--- src/rtl/d0_scheduler.sv ---
// d0_scheduler: stage-d0 source arbiter for the L1 data cache.
// Chooses RstBlock / D1 / L2Cache / UpdateL2 / LSQ each cycle and owns the
// reset-sweep and update-sweep set counters. Outputs are combinational.
// Optional build macro D0_SCHED_STARVE_EN: LSQ anti-starvation promotion.

package d0_sched_pkg;
  typedef enum logic [2:0] {
    WIN_RST_BLOCK = 3'd0,
    WIN_D1        = 3'd1,
    WIN_L2CACHE   = 3'd2,
    WIN_UPDATE_L2 = 3'd3,
    WIN_LSQ       = 3'd4
  } d0_winner_e;
endpackage

module d0_scheduler
  import d0_sched_pkg::*;
#(
  parameter int N_SETS = 64
`ifdef D0_SCHED_STARVE_EN
  , parameter int STARVE_MAX = 8
`endif
) (
  input  logic                      clk_i,
  input  logic                      rst_ni,
  input  logic                      d0_ready_i,
  input  logic                      d1_valid_i,
  output logic                      d1_ready_o,
  input  logic                      l2c_valid_i,
  output logic                      l2c_ready_o,
  input  logic                      lsq_valid_i,
  output logic                      lsq_ready_o,
  input  logic                      upd_start_i,
  output logic                      upd_busy_o,
  output logic                      upd_done_o,
  output logic [$clog2(N_SETS)-1:0] upd_idx_o,
  output logic                      rst_busy_o,
  output logic [$clog2(N_SETS)-1:0] rst_idx_o,
  output d0_winner_e                winner_o,
  output logic                      winner_valid_o
);

  localparam int IDX_W = $clog2(N_SETS);
  localparam logic [IDX_W-1:0] LAST_SET = IDX_W'(N_SETS - 1);

  typedef enum logic {S_RST, S_RUN} state_e;

  state_e            state_q, state_d;
  logic [IDX_W-1:0]  rst_cnt_q, upd_cnt_q;
  logic              upd_pend_q, upd_busy_q;
  logic              promote;
  d0_winner_e        arb_win;
  logic              arb_any;
  logic              rst_acc, run_acc, upd_acc;

  // State register
  always_ff @(posedge clk_i or negedge rst_ni) begin
    if (!rst_ni) state_q <= S_RST;
    else         state_q <= state_d;
  end

  // Next state: leave the reset sweep once the last set is accepted
  always_comb begin
    state_d = state_q;
    case (state_q)
      S_RST:   if (d0_ready_i && rst_cnt_q == LAST_SET) state_d = S_RUN;
      default: state_d = S_RUN;
    endcase
  end

  // RUN-mode arbitration; a starving LSQ jumps above L2Cache and UpdateL2
  always_comb begin
    arb_win = WIN_LSQ;
    arb_any = 1'b1;
    if (d1_valid_i)                  arb_win = WIN_D1;
    else if (promote && lsq_valid_i) arb_win = WIN_LSQ;
    else if (l2c_valid_i)            arb_win = WIN_L2CACHE;
    else if (upd_busy_q)             arb_win = WIN_UPDATE_L2;
    else if (lsq_valid_i)            arb_win = WIN_LSQ;
    else                             arb_any = 1'b0;
  end

  assign rst_acc = (state_q == S_RST) && d0_ready_i;
  assign run_acc = (state_q == S_RUN) && arb_any && d0_ready_i;
  assign upd_acc = run_acc && (arb_win == WIN_UPDATE_L2);

  // Outputs: RST drives the invalidation sweep, RUN the arbitration result
  always_comb begin
    winner_o       = arb_win;
    winner_valid_o = 1'b0;
    d1_ready_o     = 1'b0;
    l2c_ready_o    = 1'b0;
    lsq_ready_o    = 1'b0;
    upd_done_o     = 1'b0;
    rst_busy_o     = 1'b0;
    rst_idx_o      = rst_cnt_q;
    upd_busy_o     = upd_busy_q;
    upd_idx_o      = upd_cnt_q;
    case (state_q)
      S_RST: begin
        winner_o       = WIN_RST_BLOCK;
        winner_valid_o = d0_ready_i;
        rst_busy_o     = 1'b1;
      end
      default: begin
        winner_valid_o = run_acc;
        d1_ready_o     = run_acc && (arb_win == WIN_D1);
        l2c_ready_o    = run_acc && (arb_win == WIN_L2CACHE);
        lsq_ready_o    = run_acc && (arb_win == WIN_LSQ);
        upd_done_o     = upd_acc && (upd_cnt_q == LAST_SET);
      end
    endcase
  end

  // Reset-sweep set counter, advances on each RstBlock accept
  always_ff @(posedge clk_i or negedge rst_ni) begin
    if (!rst_ni)      rst_cnt_q <= '0;
    else if (rst_acc) rst_cnt_q <= (rst_cnt_q == LAST_SET) ? '0 : rst_cnt_q + 1'b1;
  end

  // Update sweep: a start seen during RST is held until the first RUN cycle
  always_ff @(posedge clk_i or negedge rst_ni) begin
    if (!rst_ni) begin
      upd_pend_q <= 1'b0;
      upd_busy_q <= 1'b0;
      upd_cnt_q  <= '0;
    end else if (state_q == S_RST) begin
      if (rst_acc && rst_cnt_q == LAST_SET) begin
        upd_busy_q <= upd_pend_q | upd_start_i;
        upd_pend_q <= 1'b0;
      end else begin
        upd_pend_q <= upd_pend_q | upd_start_i;
      end
    end else if (!upd_busy_q && upd_start_i) begin
      upd_busy_q <= 1'b1;
    end else if (upd_acc) begin
      if (upd_cnt_q == LAST_SET) begin
        upd_cnt_q  <= '0;
        upd_busy_q <= 1'b0;
      end else begin
        upd_cnt_q  <= upd_cnt_q + 1'b1;
      end
    end
  end

`ifdef D0_SCHED_STARVE_EN
  localparam int SW = $clog2(STARVE_MAX + 1);
  logic [SW-1:0] starve_cnt_q;

  // Count LSQ denials while it waits with d0 ready; saturate at the limit
  always_ff @(posedge clk_i or negedge rst_ni) begin
    if (!rst_ni) begin
      starve_cnt_q <= '0;
    end else if (state_q == S_RUN) begin
      if (!lsq_valid_i || lsq_ready_o)
        starve_cnt_q <= '0;
      else if (d0_ready_i && starve_cnt_q != SW'(STARVE_MAX))
        starve_cnt_q <= starve_cnt_q + 1'b1;
    end
  end

  assign promote = (starve_cnt_q == SW'(STARVE_MAX));
`else
  assign promote = 1'b0;
`endif

endmodule

--- config.mk ---
export PLATFORM = sky130hd
export DESIGN_NAME = d0_scheduler
export DESIGN_NICKNAME = d
export VERILOG_FILES = /design/src/rtl/d0_scheduler.sv
export SDC_FILE = /design/constraint.sdc
export NUM_CORES = 1
export LEC_CHECK = 0
export CAP_MARGIN = 5
export CORE_MARGIN = 2
export CORE_UTILIZATION = 40
export CTS_CLUSTER_SIZE = 10
export DETAILED_ROUTE_END_ITERATION = 8
export GPL_TIMING_DRIVEN = 1
export PLACE_DENSITY = 0.72
export RECOVER_POWER = 25
export SYNTH_ARGS = -nofsm -noshare
export SYNTH_HDL_FRONTEND = slang
export SYNTH_SLANG_ARGS = --single-unit
--- constraint.sdc ---
create_clock -name clk_i -period 2.79 [get_ports clk_i]
set_input_delay 0.558 -clock clk_i [delete_from_list [all_inputs] [get_ports clk_i]]
set_output_delay 0.558 -clock clk_i [all_outputs]
set_load 0.05 [all_outputs]
==> flow_summary.yaml <==
pwr:
  power_frac_seq: 0.417
  p_comb_frac: 0.384
  power.leakage_uw: 0.0005112
  report.power.total_uw: 681.9
  swShare: 0.4258
  clkPwrFrac: 0.199
  internal_power_uw: 391.6
  vdd_ir_drop_max_uv: 435.4
  power.switching_uw: 290.3
  power.density_nw_per_um2: 553.3
detailed_routing:
  route.met3.wl_um: 97
  ant_nets: 0
  met2RoutedLength_um: 1109
  drt_iter0_drc: 18
  dr.pass1.iters: 4
  wl_um: 2153
  num_vias: 846
  wl_per_cell_um: 14.45
  viasPerCell: 5.678
  top_layer: "met4"
  drc: 0
  wl_met1_um: 936
floorplan:
  io_pins: 29
  num_rows: 16
  design.core.area_um2: 1942
  dieArea_um2: 2430
  fp.dieH_um: 49.30
  die-width_um: 49.30
  start_util: 0.4227
layout:
  final_layout_size_suffix_gt1_frac: 0.1311
  antenna_cells: 0
  nNetsFinal: 132
  area.growth.synth_to_final_pct: 50.15
grt:
  grt_start_max_net_pins: 16
  grt.total_usage: 0.1949
  grt_pass1_vias: 867
  antenna_found_initial: 0
  overflow: 0
  grt_pass1_wl_um: 3726
placed_design:
  post-place-ws_ns: 0.2586
  portBuffers: 28
  hpwl_um: 1595
  routabilityCongestion: 0.9165
clock_network:
  cts_setup_buffers: 0
  clock_sinks: 15
  cts_tree: "yes"
  clkLatencyLatePin_ns: 0.29
  clk_pin_slew_ns: 0.11
  htreeDepth: 1
  postCtsHoldBufs: 0
  cts-root-buf: "clkbuf_4"
  clk_path_buf_depth: 2
  ctsResizeCount: 0
  cts_buffers: 3
yosys:
  netlist_area_um2: 820.8
  yosys-top-cells-area: "dfrtp_1 (46%), nand2_1 (5.5%), nand3_1 (4.9%)"
  synth_top_area_share: 0.4573
  synthArstFlopShare: 1.000
  yosys_warnings: 0
  yosysSeqAreaShare: 0.4573
  netlist.top_cell.by_area: "dfrtp_1"
  synthesis.nets: 98
  synth_common_cells: "dfrtp_1 (15), nand2_1 (12), nand3_1 (8)"
  synth_area_per_cell_um2: 9.222
  synth_edf_count: 0
  synthFlopType: "dfrtp_1"
  synthCells: 89
  ys_ff_latch: 15
  yosys.cell_count.top_type: "dfrtp_1"
  synth_cell_types: 25
setup_path:
  critical_path.max_fanout: 6
  r2r_slack_ns: 1.18
  criticalPathCategory: "input pin to output pin"
  crit_chain: "clkdlybuf4s50_1 -> nand2b_1 -> nor4_2 -> buf_12"
  critical_path_required_ns: 2.23
  start_kind: "input pin"
  slowest_delay_ns: 0.50
  cp.arrival_ns: 2.01
  critical-path-slowest-cell: "nor4_2"
  worst_setup_path_end_kind: "output pin"
timing:
  finalSetupViolCount: 0
  fmax_ghz: 0.3889
  skew_ns: 0.006905
  layout_min_cycle_time_ns: 2.572
  hold_viol_final: 0
  rsz0062_at_grt: "false"
  relSlewSlack: 0.5412
  drv_slew: 0
  fin_ws_ns: 0.2185
  fin_crit_sh: 0.9217
  worst_slew_pin_slew_ns: 0.6859
  tns_ns: 0
run_status:
  status: "complete, no violations"
hold_path:
  hold_path.class: "flop to flop"
flow_run:
  drv_cap: 0
layout by cell type (no fill, tap or decap), drive strengths merged:
cell type	Yosys	layout
clkdlybuf4s50	0	19
dfrtp	15	15
nand2	12	12
buf	0	9
nand3	8	8
nor2	7	7
o21ai	7	7
o211ai	5	5
a21oi	4	4
nand2b	3	3
and3	3	3
xor2	3	3
o41ai	3	3
clkbuf	0	3
inv	2	2
nor2b	2	2
or4	2	2
ha	2	2
nor3	2	2
o41a	1	1
nand3b	1	1
nor4	1	1
and3b	1	1
and2	1	1
o2bb2ai	1	1
or3	1	1
xnor2	1	1
o31ai	1	1
clkinvlp	0	1
dlygate4sd3	0	1
flip-flops by register name (all words and copies together) (netlist names):
signal,flops
rst_idx_o,6
state_q,1
upd_busy_o,1
upd_idx_o,6
upd_pend_q,1
metal layers:
| layer | vias to the layer above | global-route usage |
|---|---|---|
| li1 | 396 | - |
| met1 | 423 | 0.2302 |
| met2 | 25 | 0.3401 |
| met3 | 2 | 0.03374 |
| met4 | 0 | 0.09048 |
| met5 | - | 0 |
power by group through the flow:
stage                     sequential, uW  combinational, uW  clock (uW)
after global placement               286                256           0
after CTS                            284                262         138
after floorplan                      375               68.9           0
after detailed placement             289                262           0
final                                284                262         136
after global routing                 291                276         151
worst max-delay path: cells and delay by family:
| kind | cells | cell delay, ns |
|---|---|---|
| buf+inv | 2 | 0.69 |
| simple gates | 2 | 0.76 |
worst paths after layout:
path / from / cells after the start / end
hold reg to reg: upd_idx_o[4] / 1 / upd_idx_o[4]
setup / recovery: l2c_valid_i / 4 / upd_done_o
setup reg to reg: rst_idx_o[0] / 4 / upd_busy_o
max in group asynchronous: rst_ni / 1 / state_q
min in group asynchronous: rst_ni / 1 / upd_idx_o[1]
hold / removal: upd_idx_o[4] / 1 / upd_idx_o[4]
cell families (layout without fill, tap and decap cells):
kind of cell / count (synthesis) / count (layout) / synth area share
flip-flops: 15 / 15 / 0.4573
adder cells (fa/ha/maj): 2 / 2 / 0.03048
AND/OR/NAND/NOR: 44 / 44 / 0.2820
buffers and inverters: 2 / 35 / 0.009150
XOR/XNOR: 4 / 4 / 0.04269
AO/OA/AOI/OAI: 22 / 22 / 0.1784
per-stage QoR:
step	instances	utilization	area [um^2]	hold WS (ns)
after CTS	149	0.6347	1232	0.5223
after global routing	149	0.6347	1232	0.5510
after floorplan	89	-	825.8	0.2624
after global placement	145	0.6192	1202	0.4890
after detailed placement	145	0.6192	1202	0.5047
final	149	0.6347	1232	0.5183
cell type report:
| type | count | area [um^2] |
|---|---|---|
| inverters | 2 | 7.507 |
| fillers | 171 | 709.4 |
| well taps | 27 | 33.78 |
| multi-input cells | 72 | 442.9 |
| flip-flops and latches | 15 | 375.4 |
| clock inverters | 1 | 7.507 |
| repair buffers | 29 | 342.8 |
| clock buffers | 3 | 22.52 |
(Power assumes the default switching activity.)
